### config.mk
export PLATFORM = sky130hd
export DESIGN_NAME = uart_rx
export DESIGN_NICKNAME = d
export VERILOG_FILES = /design/src/rtl/uart_rx.sv
export SDC_FILE = /design/constraint.sdc
export NUM_CORES = 1
export LEC_CHECK = 0
export CORE_ASPECT_RATIO = 0.7
export CORE_MARGIN = 2
export CORE_UTILIZATION = 40
export CTS_CLUSTER_DIAMETER = 30
export DETAILED_ROUTE_END_ITERATION = 12
export MAX_ROUTING_LAYER = met4
export PLACE_DENSITY = 0.69
export SETUP_SLACK_MARGIN = 0.5
export SLEW_MARGIN = 20
export SYNTH_ARGS = -nofsm -noshare
export SYNTH_HDL_FRONTEND = slang
export SYNTH_SLANG_ARGS = --single-unit
### constraint.sdc
create_clock -name clk -period 1.8 [get_ports clk]
set_input_delay 0.27 -clock clk [delete_from_list [all_inputs] [get_ports clk]]
set_output_delay 0.27 -clock clk [all_outputs]
set_load 0.005 [all_outputs]
### src/rtl/uart_rx.sv
// 16x-oversampled 8N1 UART receiver. Define UART_RX_MAJORITY_EN to take a
// 2-of-3 vote over the last three oversample ticks of each data/stop bit.
module uart_rx #(
  parameter int DATA_BITS  = 8,
  parameter int OVERSAMPLE = 16
) (
  input  logic                 clk,
  input  logic                 rst,
  input  logic                 b_tick,
  input  logic                 rx,
  output logic [DATA_BITS-1:0] rx_data,
  output logic                 rx_done,
  output logic                 rx_busy,
  output logic                 frame_err
);

  localparam int TW = $clog2(OVERSAMPLE);
  localparam int BW = (DATA_BITS > 1) ? $clog2(DATA_BITS) : 1;
  localparam logic [TW-1:0] TICK_HALF = TW'(OVERSAMPLE / 2 - 1);
  localparam logic [TW-1:0] TICK_LAST = TW'(OVERSAMPLE - 1);
  localparam logic [BW-1:0] BIT_LAST  = BW'(DATA_BITS - 1);

  typedef enum logic [1:0] {
    IDLE  = 2'd0,
    START = 2'd1,
    DATA  = 2'd2,
    STOP  = 2'd3
  } state_t;

  state_t               state;
  logic [TW-1:0]        tick_cnt;
  logic [BW-1:0]        bit_cnt;
  logic [DATA_BITS-1:0] shift_reg;
  logic                 rx_meta;
  logic                 rx_s;
  logic                 bit_sample;

  // Two-flop synchronizer; resets to the idle (high) line level.
  always_ff @(posedge clk or posedge rst) begin
    if (rst) begin
      rx_meta <= 1'b1;
      rx_s    <= 1'b1;
    end else begin
      rx_meta <= rx;
      rx_s    <= rx_meta;
    end
  end

`ifdef UART_RX_MAJORITY_EN
  logic [1:0] early;

  function automatic logic maj3(input logic a, input logic b, input logic c);
    return (a & b) | (a & c) | (b & c);
  endfunction

  // The third vote is the live rx_s at the last tick, so only two samples are stored.
  always_ff @(posedge clk or posedge rst) begin
    if (rst) begin
      early <= 2'b00;
    end else if (b_tick && (state == DATA || state == STOP)) begin
      if (tick_cnt == TW'(OVERSAMPLE - 3)) begin
        early[0] <= rx_s;
      end else if (tick_cnt == TW'(OVERSAMPLE - 2)) begin
        early[1] <= rx_s;
      end else begin
        early <= early;
      end
    end else begin
      early <= early;
    end
  end

  assign bit_sample = maj3(early[0], early[1], rx_s);
`else
  assign bit_sample = rx_s;
`endif

  // Receive FSM with registered outputs; outside IDLE it only moves on b_tick.
  always_ff @(posedge clk or posedge rst) begin
    if (rst) begin
      state     <= IDLE;
      tick_cnt  <= '0;
      bit_cnt   <= '0;
      shift_reg <= '0;
      rx_data   <= '0;
      rx_done   <= 1'b0;
      rx_busy   <= 1'b0;
      frame_err <= 1'b0;
    end else begin
      rx_done <= 1'b0;
      case (state)
        IDLE: begin
          tick_cnt <= '0;
          bit_cnt  <= '0;
          if (!rx_s) begin
            state   <= START;
            rx_busy <= 1'b1;
          end else begin
            rx_busy <= 1'b0;
          end
        end
        START: begin
          if (b_tick) begin
            if (tick_cnt == TICK_HALF) begin
              tick_cnt <= '0;
              if (!rx_s) begin
                state <= DATA;
              end else begin
                state   <= IDLE;
                rx_busy <= 1'b0;
              end
            end else begin
              tick_cnt <= tick_cnt + 1'b1;
            end
          end
        end
        DATA: begin
          if (b_tick) begin
            if (tick_cnt == TICK_LAST) begin
              tick_cnt  <= '0;
              shift_reg <= {bit_sample, shift_reg[DATA_BITS-1:1]};
              if (bit_cnt == BIT_LAST) begin
                bit_cnt <= '0;
                state   <= STOP;
              end else begin
                bit_cnt <= bit_cnt + 1'b1;
              end
            end else begin
              tick_cnt <= tick_cnt + 1'b1;
            end
          end
        end
        STOP: begin
          if (b_tick) begin
            if (tick_cnt == TICK_LAST) begin
              // Data is delivered even when the stop bit is bad.
              tick_cnt  <= '0;
              rx_data   <= shift_reg;
              frame_err <= ~bit_sample;
              rx_done   <= 1'b1;
              rx_busy   <= 1'b0;
              state     <= IDLE;
            end else begin
              tick_cnt <= tick_cnt + 1'b1;
            end
          end
        end
        default: begin
          state    <= IDLE;
          tick_cnt <= '0;
          bit_cnt  <= '0;
          rx_busy  <= 1'b0;
        end
      endcase
    end
  end

endmodule
# Word level (Yosys, flattened, before mapping)
# Cells that the tools add are included.
[op_classes] addsub=2 multipliers=0 div_mod_pow=0 magnitude_cmp=0 eq_ne=16 n_shift=0 muxes=29 n_bitwise=1 reduce_logical=10
[op_table] op="2-bit 2-to-1 mux" n=9
[op_table] op="2-bit inequality test (second input constant)" n=9
[op_table] op="4-bit 2-to-1 mux" n=4
[op_table] op="4-bit case mux with 3 select lines" n=1
[op_table] op="1-bit 2-to-1 mux" n=9
[op_table] op="3-bit 2-to-1 mux" n=3
[op_table] op="3-bit AND reduction" n=3
[op_table] op="2-bit case mux with 4 select lines" n=1
[op_table] op="8-bit AND reduction" n=1
[op_table] op="3-bit case mux with 2 select lines" n=1
[op_table] op="6-bit AND reduction" n=1
[op_table] op="4-bit by 1-bit adder with 4-bit output (second input constant)" n=1
[op_table] op="2-bit equality test (second input constant)" n=2
[op_table] op="4-bit by 3-bit equality test with 1-bit output (second input constant)" n=1
[op_table] op="4-bit equality test (second input constant)" n=1
[op_table] op="3-bit by 1-bit adder with 3-bit output (second input constant)" n=1
[op_table] op="3-bit equality test (second input constant)" n=1
[op_table] op="1-bit case mux with 3 select lines" n=1
[op_table] op="3-bit nonzero test" n=1
[op_table] op="2-bit by 1-bit equality test with 1-bit output (second input constant)" n=1
[op_table] op="2-bit zero test" n=1
[op_table] op="2-bit by 1-bit inequality test with 1-bit output (second input constant)" n=1
[op_table] op="2-bit AND reduction" n=1
[op_table] op="2-bit nonzero test" n=1
[op_table] op="2 further kinds" n=2
[totals] regBits=30 latch_bits=0 ramBits=0 rom_bits=0 in_bits=4 out_inout_bits=11 word_cells=68 memories=0

# Longest topological paths before layout
# Gate-level depths: netlist of run 1.
[depth] depth_word=5 ltp_mapped=5 ltp_nobuf=5

# Least setup slack after synthesis of run 1
# No wires, ideal clock.
[synth_timing] path_type="register to register" from="register tick_cnt[0]" to="register frame_err" setup_time_ns=0.125 arrival_time_ns=1.470 t_required_ns=1.675 slack_ns=0.206 path_stages_with_launch=6 n_path_buf=1 synth_period_minus_slack_ns=1.594 path_cell_list="dfrtp_1 -> ha_1 -> buf_6 -> nand3_4 -> nor3_4 -> mux2_2"
[synth_between] elab_chain_cells=2
[synth_lines] item="from (decl)" line_no="31" source="logic [TW-1:0] tick_cnt;"
[synth_lines] item="from (signal assigned)" line_no="113" source="tick_cnt <= tick_cnt + 1'b1;"
[synth_lines] item="from (signal assigned)" line_no="129" source="tick_cnt <= tick_cnt + 1'b1;"
[synth_lines] item="from (signal assigned)" line_no="144" source="tick_cnt <= tick_cnt + 1'b1;"
[synth_lines] item="4-bit equality test" line_no="135" source="if (tick_cnt == TICK_LAST) begin"
[synth_lines] item="3-bit AND reduction (no line)"
[synth_lines] item="to (signal assigned)" line_no="139" source="frame_err <= ~bit_sample;"
[synth_lines] item="to (decl)" line_no="14" source="output logic frame_err"
# Every way passes these cells.
# A chain may end at the register's enable or synchronous reset.

# Final worst setup path of run 1
[layout_timing] from="register tick_cnt[1]" to="register bit_cnt[0]"
[layout_between] elab_chain_cells=3
[layout_lines] item="4-bit equality test" line_no="119" source="if (tick_cnt == TICK_LAST) begin"
[layout_lines] item="2-bit inequality test (no line)"
[layout_lines] item="3-bit AND reduction (no line)"
[layout_lines] item="to (signal assigned)" line_no="126" source="bit_cnt <= bit_cnt + 1'b1;"
[layout_lines] item="to (decl)" line_no="32" source="logic [BW-1:0] bit_cnt;"
# Every way passes these cells.

==> flow_summary.yaml, run 1 <==
outcome:
  status: "completed"
global_route:
  grt-ovfl-total: 0
  grt_max_degree: 31
  grt_antenna_before_repair: 0
  grt_pass1_wl_um: 5200
  grt.total_usage: 0.190
  grt_pass1_vias: 1060
place:
  dp_hpwl_um: 1880
  io_buffer_count: 14
  gp_congestion: 0.754
  place_worst_setup_slack_ps: 25.9
timing:
  fin_ws_ps: 300
  tightest_slew_ps: 373
  max_freq_mhz: 667
  hold_violations: 0
  slew_headroom: 0.751
  finClkSkew_ps: 4.36
  min_period_over_period: 0.833
  fin_crit_ps: 1500
  grt_setup_unrepaired: "yes"
  slew_violations: 0
  tns_ps: 0
  report.final.setup_viol: 0
floorplan:
  coreArea_sq_um: 3210
  initial_core_util: 0.426
  die-area_sq_um: 3910
  ios: 15
  die_w_um: 73.9
  rows: 17
  die_height_um: 52.9
synthesis:
  synth_warnings: 0
  syn_area_per_cell_sq_um: 12.6
  synth_edf_count: 0
  synth_top_flop_cell: "dfrtp_1"
  ys_seq_elements: 30
  synthesis.area_sq_um: 1370
  postSynth.asyncResetShare: 1.00
  synth_cells: 109
  synth.distinct_cells: 36
  synth_seq_area_share: 0.550
  syn_nets: 116
power_and_ir_drop:
  vdd_drop_max_mv: 0.642
  total_power_mw: 2.18
  leakagePower_nw: 0.920
  powerDensity_nw_per_um2: 1130
worst_setup_path:
  crit_family: "flip-flops"
  crit_path_start_kind: "flip-flop"
  worstSetupEndpointType: "flip-flop"
  critPathSlowestCell: "dfrtp_1"
  critPathArrivalTime_ps: 1660
  path_buf_inv: 2
  crit_required_ps: 1960
  cp_common_cell: "buf_6"
  rrSetupSlack_ps: 300
  slowest_delay_ps: 400
  critPathMaxFanout: 6
  crit_chain: "ha_4 -> buf_6 -> buf_6 -> nand4_1 -> and3_1 -> a221o_1"
  critPathKind: "flip-flop to flip-flop"
clock_network:
  holdBufCountCts: 0
  cts_inserted_buffers: 5
  ctsLongestPathBuffers: 2
  path_clk_slew_ps: 60
  cts-htree-levels: 2
  clkLatencyLatePin_ps: 270
  cts_tree: "done"
  root_buffer: "clkbuf_8"
  cts_sinks: 30
job:
  max-cap-violations: 0
finish:
  final_nets: 154
  fill_cells: 249
  drive_gt1_frac: 0.449
  diodes: 0
  postLayoutCoreUtil: 0.598
  area_delta_synth_final_pct: 40.4
routing:
  ant_nets: 0
  wire_per_inst_um: 16.4
  dr.pass1.iters: 4
  route.detailed.drc: 0
  via_per_inst: 5.36
  drtIter0Drc: 50
  routed_wl_um: 3180
  num_vias: 1040
hold_path:
  hold_class: "flip-flop to flip-flop"
[cell usage in the layout (no fill, tap or decap), drive strengths merged]
cell type / instances
dfrtp: 28
buf: 23
mux2: 17
dlygate4sd2: 12
clkbuf: 7
nand2: 6
nand3: 5
nor2b: 4
nor2: 4
a21oi: 3
nor3: 3
inv: 3
ha: 3
nand4: 2
nand3b: 2
o21ai: 2
a221o: 2
dfstp: 2
clkdlybuf4s50: 2
and3: 2
a31oi: 2
and4: 1
a21o: 1
a32o: 1
a41oi: 1
a311oi: 1
o211ai: 1
nor4b: 1
nand4b: 1
o22ai: 1
nand2b: 1
nor4: 1
mux2i: 1
xor2: 1
[layout make-up]
cell class,instances,area [sq um],area share
Clock buffer,7,76.3,0.0397
Inverter,3,11.3,0.00586
Multi-Input combinational cell,70,681,0.354
Sequential cell,30,753,0.392
Tap cell,47,58.8,0.0306
Timing Repair Buffer,37,342,0.178
[power breakdown]
group          total, mW  switching (mW)  internal, mW
Clock              0.494           0.228         0.265
Sequential         0.857          0.0887         0.768
Combinational      0.828           0.423         0.405
Total               2.18           0.740          1.44
[routing by layer]
layer | vias up | wire length, um | GRT usage
li1 | 474 | - | -
met1 | 520 | 1350 | 0.238
met2 | 37 | 1600 | 0.278
met3 | 9 | 137 | 0.0533
met4 | 0 | 88 | 0.106
met5 | - | 0 | -
[logic make-up (layout without fill, tap and decap cells)]
logic type	Yosys count	in the layout	share of synthesized area
XOR/XNOR	1	1	0.00640
flip-flops	30	30	0.550
AO/OA/AOI/OAI	15	15	0.0777
multiplexers	18	18	0.147
buffers and inverters	9	47	0.0329
AND/OR/NAND/NOR	33	33	0.158
adder cells (fa/ha/maj)	3	3	0.0274
[synth_stat cells, drive strengths merged (2+ instances only)]
| cell | n | area (sq um) |
|---|---|---|
| ha | 3 | 37.5 |
| nor2 | 4 | 15.0 |
| a31oi | 2 | 12.5 |
| nand3 | 5 | 37.5 |
| mux2 | 17 | 191 |
| buf | 4 | 26.3 |
| nor2b | 4 | 25.0 |
| a21oi | 3 | 15.0 |
| clkbuf | 2 | 7.51 |
| nand4 | 2 | 12.5 |
| inv | 3 | 11.3 |
| a221o | 2 | 20.0 |
| nand2 | 6 | 22.5 |
| and3 | 2 | 12.5 |
| dfstp | 2 | 52.6 |
| dfrtp | 28 | 701 |
| o21ai | 2 | 10.0 |
| nand3b | 2 | 15.0 |
| nor3 | 3 | 37.5 |
[stage by stage]
stage | area, sq um | hold WS (ps) | std cells
2_1_floorplan | 1390 | 274 | 109
3_5_place_dp | 1650 | 352 | 173
3_3_place_gp | 1650 | 349 | 173
4_1_cts | 1850 | 360 | 190
5_1_grt | 1920 | 365 | 194
6_report | 1920 | 360 | 194
[timing repair]
item,CTS,global route
setup buffers,10,4
gates resized for setup,24,11
endpoints found under the setup margin,36,26
pin swaps,12,10
endpoints found under the hold margin,0,0
[worst paths after layout]
path / from / endpoint / cells after the start
max in group asynchronous: rst / bit_sample / 3
worst max-delay path: tick_cnt[1] / bit_cnt[0] / 6
worst max register to register: tick_cnt[1] / bit_cnt[0] / 6
worst min-delay path: rx_meta / bit_sample / 0
min in group asynchronous: rst / shift_reg[0] / 3
worst min register to register: rx_meta / bit_sample / 0
No activity file was read; power rests on OpenSTA's default activity.
==> inputs of run 2 (changes only) <==
==> constraint.sdc (replaced) <==
create_clock -name clk -period 1.4 [get_ports clk]
set_input_delay 0.21 -clock clk [delete_from_list [all_inputs] [get_ports clk]]
set_output_delay 0.21 -clock clk [all_outputs]
set_load 0.005 [all_outputs]
==> run 2 against run 1 <==
The flow now finishes with violations (setup timing). Sequential power grew 27%. Critical endpoint is now rx_data[0]. Largest cell class unchanged. Highest routed layer unchanged. Flip-flop and latch count unchanged. Via count fell by 4.1%. Fmax is 2.9% higher. Combinational power rose by 16%. Worst hold slack got worse by 99 ps. Register-to-register slack lost 360 ps.
==> flow_summary.yaml, run 2 (synthesis gave the netlist of run 1 again) <==
power_and_ir_drop:
  netSwitchingFraction: 0.312
  seqPwrFrac: 0.375
  vdd_drop_max_mv: 1.37
  p_clk_frac: 0.293
  powerDensity_nw_per_um2: 1520
  p_switching_mw: 0.903
  p_int_mw: 1.99
  total_power_mw: 2.90
  leakagePower_nw: 0.903
  comb_power_share: 0.333
floorplan:
  die_w_um: 73.9
  coreArea_sq_um: 3210
  rows: 17
  die_height_um: 52.9
  die-area_sq_um: 3910
  initial_core_util: 0.426
  ios: 15
worst_setup_path:
  crit_family: "flip-flops"
  path_buf_inv: 1
  critPathSlowestCell: "dfrtp_1"
  crit_chain: "ha_4 -> nand3_4 -> nor3_4 -> buf_12 -> mux2_2"
  slowest_delay_ps: 390
  crit_path_start_kind: "flip-flop"
  critPathArrivalTime_ps: 1620
  critPathKind: "flip-flop to flip-flop"
  worstSetupEndpointType: "flip-flop"
  crit_required_ps: 1570
  r2r_cells: 5
  critPathMaxFanout: 10
  cp.depth: 5
timing:
  tns_ps: -554
  min_period_over_period: 1.04
  hold_violations: 0
  fin_crit_ps: 1460
  report.final.setup_viol: 18
  slew_headroom: 0.838
  tightest_slew_ps: 239
  finClkSkew_ps: 10.2
  fin_ws_ps: -58.0
  grt_setup_unrepaired: "yes"
  max_freq_mhz: 686
  holdWs_ps: 261
  slew_violations: 0
global_route:
  grt_pass1_wl_um: 4770
  grt_max_degree: 31
  grt-ovfl-total: 0
  grt_pass1_vias: 981
  grt_antenna_before_repair: 0
  grt.total_usage: 0.175
routing:
  drtIter0Drc: 58
  via_per_inst: 5.11
  num_vias: 997
  ant_nets: 0
  routed_wl_um: 2780
  route.detailed.drc: 0
  dr.pass1.iters: 4
  wire_per_inst_um: 14.3
clock_network:
  cts_sinks: 30
  cts_tree: "done"
  cts_inserted_buffers: 5
  holdBufCountCts: 0
  ctsLongestPathBuffers: 2
  cts-htree-levels: 2
  path_clk_slew_ps: 70
  root_buffer: "clkbuf_8"
  clkLatencyLatePin_ps: 280
place:
  place_worst_setup_slack_ps: -295
  dp_hpwl_um: 1820
  dp.cells: 177
  gp_congestion: 0.746
  io_buffer_count: 14
finish:
  diodes: 0
  final_nets: 154
  fin_cells: 195
  mostFrequentLayoutCells: "dfrtp_1 (28), buf_4 (19), mux2_4 (13), buf_2 (11), nand2_1 (6)"
  fill_cells: 262
  final_common_cell: "dfrtp_1"
  drive_gt1_frac: 0.500
  area_delta_synth_final_pct: 39.2
  multiInputGateArea_sq_um: 676
  seq_area_sq_um: 753
outcome:
  violations: "setup timing"
  status: "finished with violations"
job:
  max-cap-violations: 0
hold_path:
  hold_class: "input port to async pin"
[run 2: cell types whose count changed in the layout (fill, tap and decap cells not counted), sizes merged]
| cell | delta |
|---|---|
| buf | +11 |
| bufinv | +1 |
| clkbuf | -2 |
| clkinv | +2 |
| dlygate4sd2 | -11 |
[run 2: stage by stage]
step                      utilization  area, sq um
after global routing            0.593         1910
after detailed placement        0.527         1690
final                           0.593         1910
after CTS                       0.583         1870
after floorplan                     -         1400
after global placement          0.527         1690
[run 2: path summary, 6_finish.rpt]
check / from / end / slack [ps]
max: tick_cnt[0] / rx_data[0] / -60
min: rst / shift_reg[0] / 260
max reg2reg: tick_cnt[0] / rx_data[0] / -60
min reg2reg: rx_meta / bit_sample / 360
max in group asynchronous: rst / rx_meta / 890
min in group clk: rx / rx_meta / 340
[run 2: power by group through the flow]
stage | clock [mW] | sequential, mW | combinational (mW)
2_1_floorplan | 0 | 1.10 | 0.490
3_3_place_gp | 0 | 1.08 | 0.726
3_5_place_dp | 0 | 1.09 | 0.754
4_1_cts | 0.863 | 1.08 | 0.876
5_1_grt | 0.907 | 1.10 | 1.07
6_report | 0.847 | 1.09 | 0.964
[run 2: layer usage]
| layer | global-route usage | share of wire | vias to the layer above |
|---|---|---|---|
| met5 | - | 0 | - |
| met4 | 0.0818 | 0.020 | 0 |
| met3 | 0.0590 | 0.033 | 6 |
| met2 | 0.253 | 0.47 | 28 |
| met1 | 0.223 | 0.47 | 492 |
| li1 | - | - | 471 |
[run 2: worst min-delay path, stage by stage]
cell	delay (ps)
clkdlybuf4s50_1	400
inv_1	90
buf_12	200
[run 2: what timing repair did]
| item | CTS | global route |
|---|---|---|
| gates resized for setup | 59 | 5 |
| buffers inserted | 8 | 2 |
| endpoints found under the setup margin | 39 | 39 |
| pin swaps | 8 | 3 |
[run 2: layout make-up]
| type | count | share of cell area |
|---|---|---|
| inverter | 3 | 0.00591 |
| multi-input combinational | 70 | 0.355 |
| clock buffer | 5 | 0.0361 |
| timing repair buffer | 37 | 0.156 |
| sequential | 30 | 0.395 |
| clock inverter | 3 | 0.0210 |
| tap | 47 | 0.0309 |
==> inputs of run 3 (changes only) <==
--- a/config.mk
+++ b/config.mk
@@ -8,6 +8,7 @@
 export CORE_ASPECT_RATIO = 0.7
 export CORE_MARGIN = 2
 export CORE_UTILIZATION = 40
+export CTS_BUF_LIST = sky130_fd_sc_hd__clkbuf_2 sky130_fd_sc_hd__clkbuf_4 sky130_fd_sc_hd__clkbuf_8
 export CTS_CLUSTER_DIAMETER = 30
 export DETAILED_ROUTE_END_ITERATION = 12
 export MAX_ROUTING_LAYER = met4
==> results of run 3 <==
The final DEF is identical to that of run 2; final timing and power are the same.
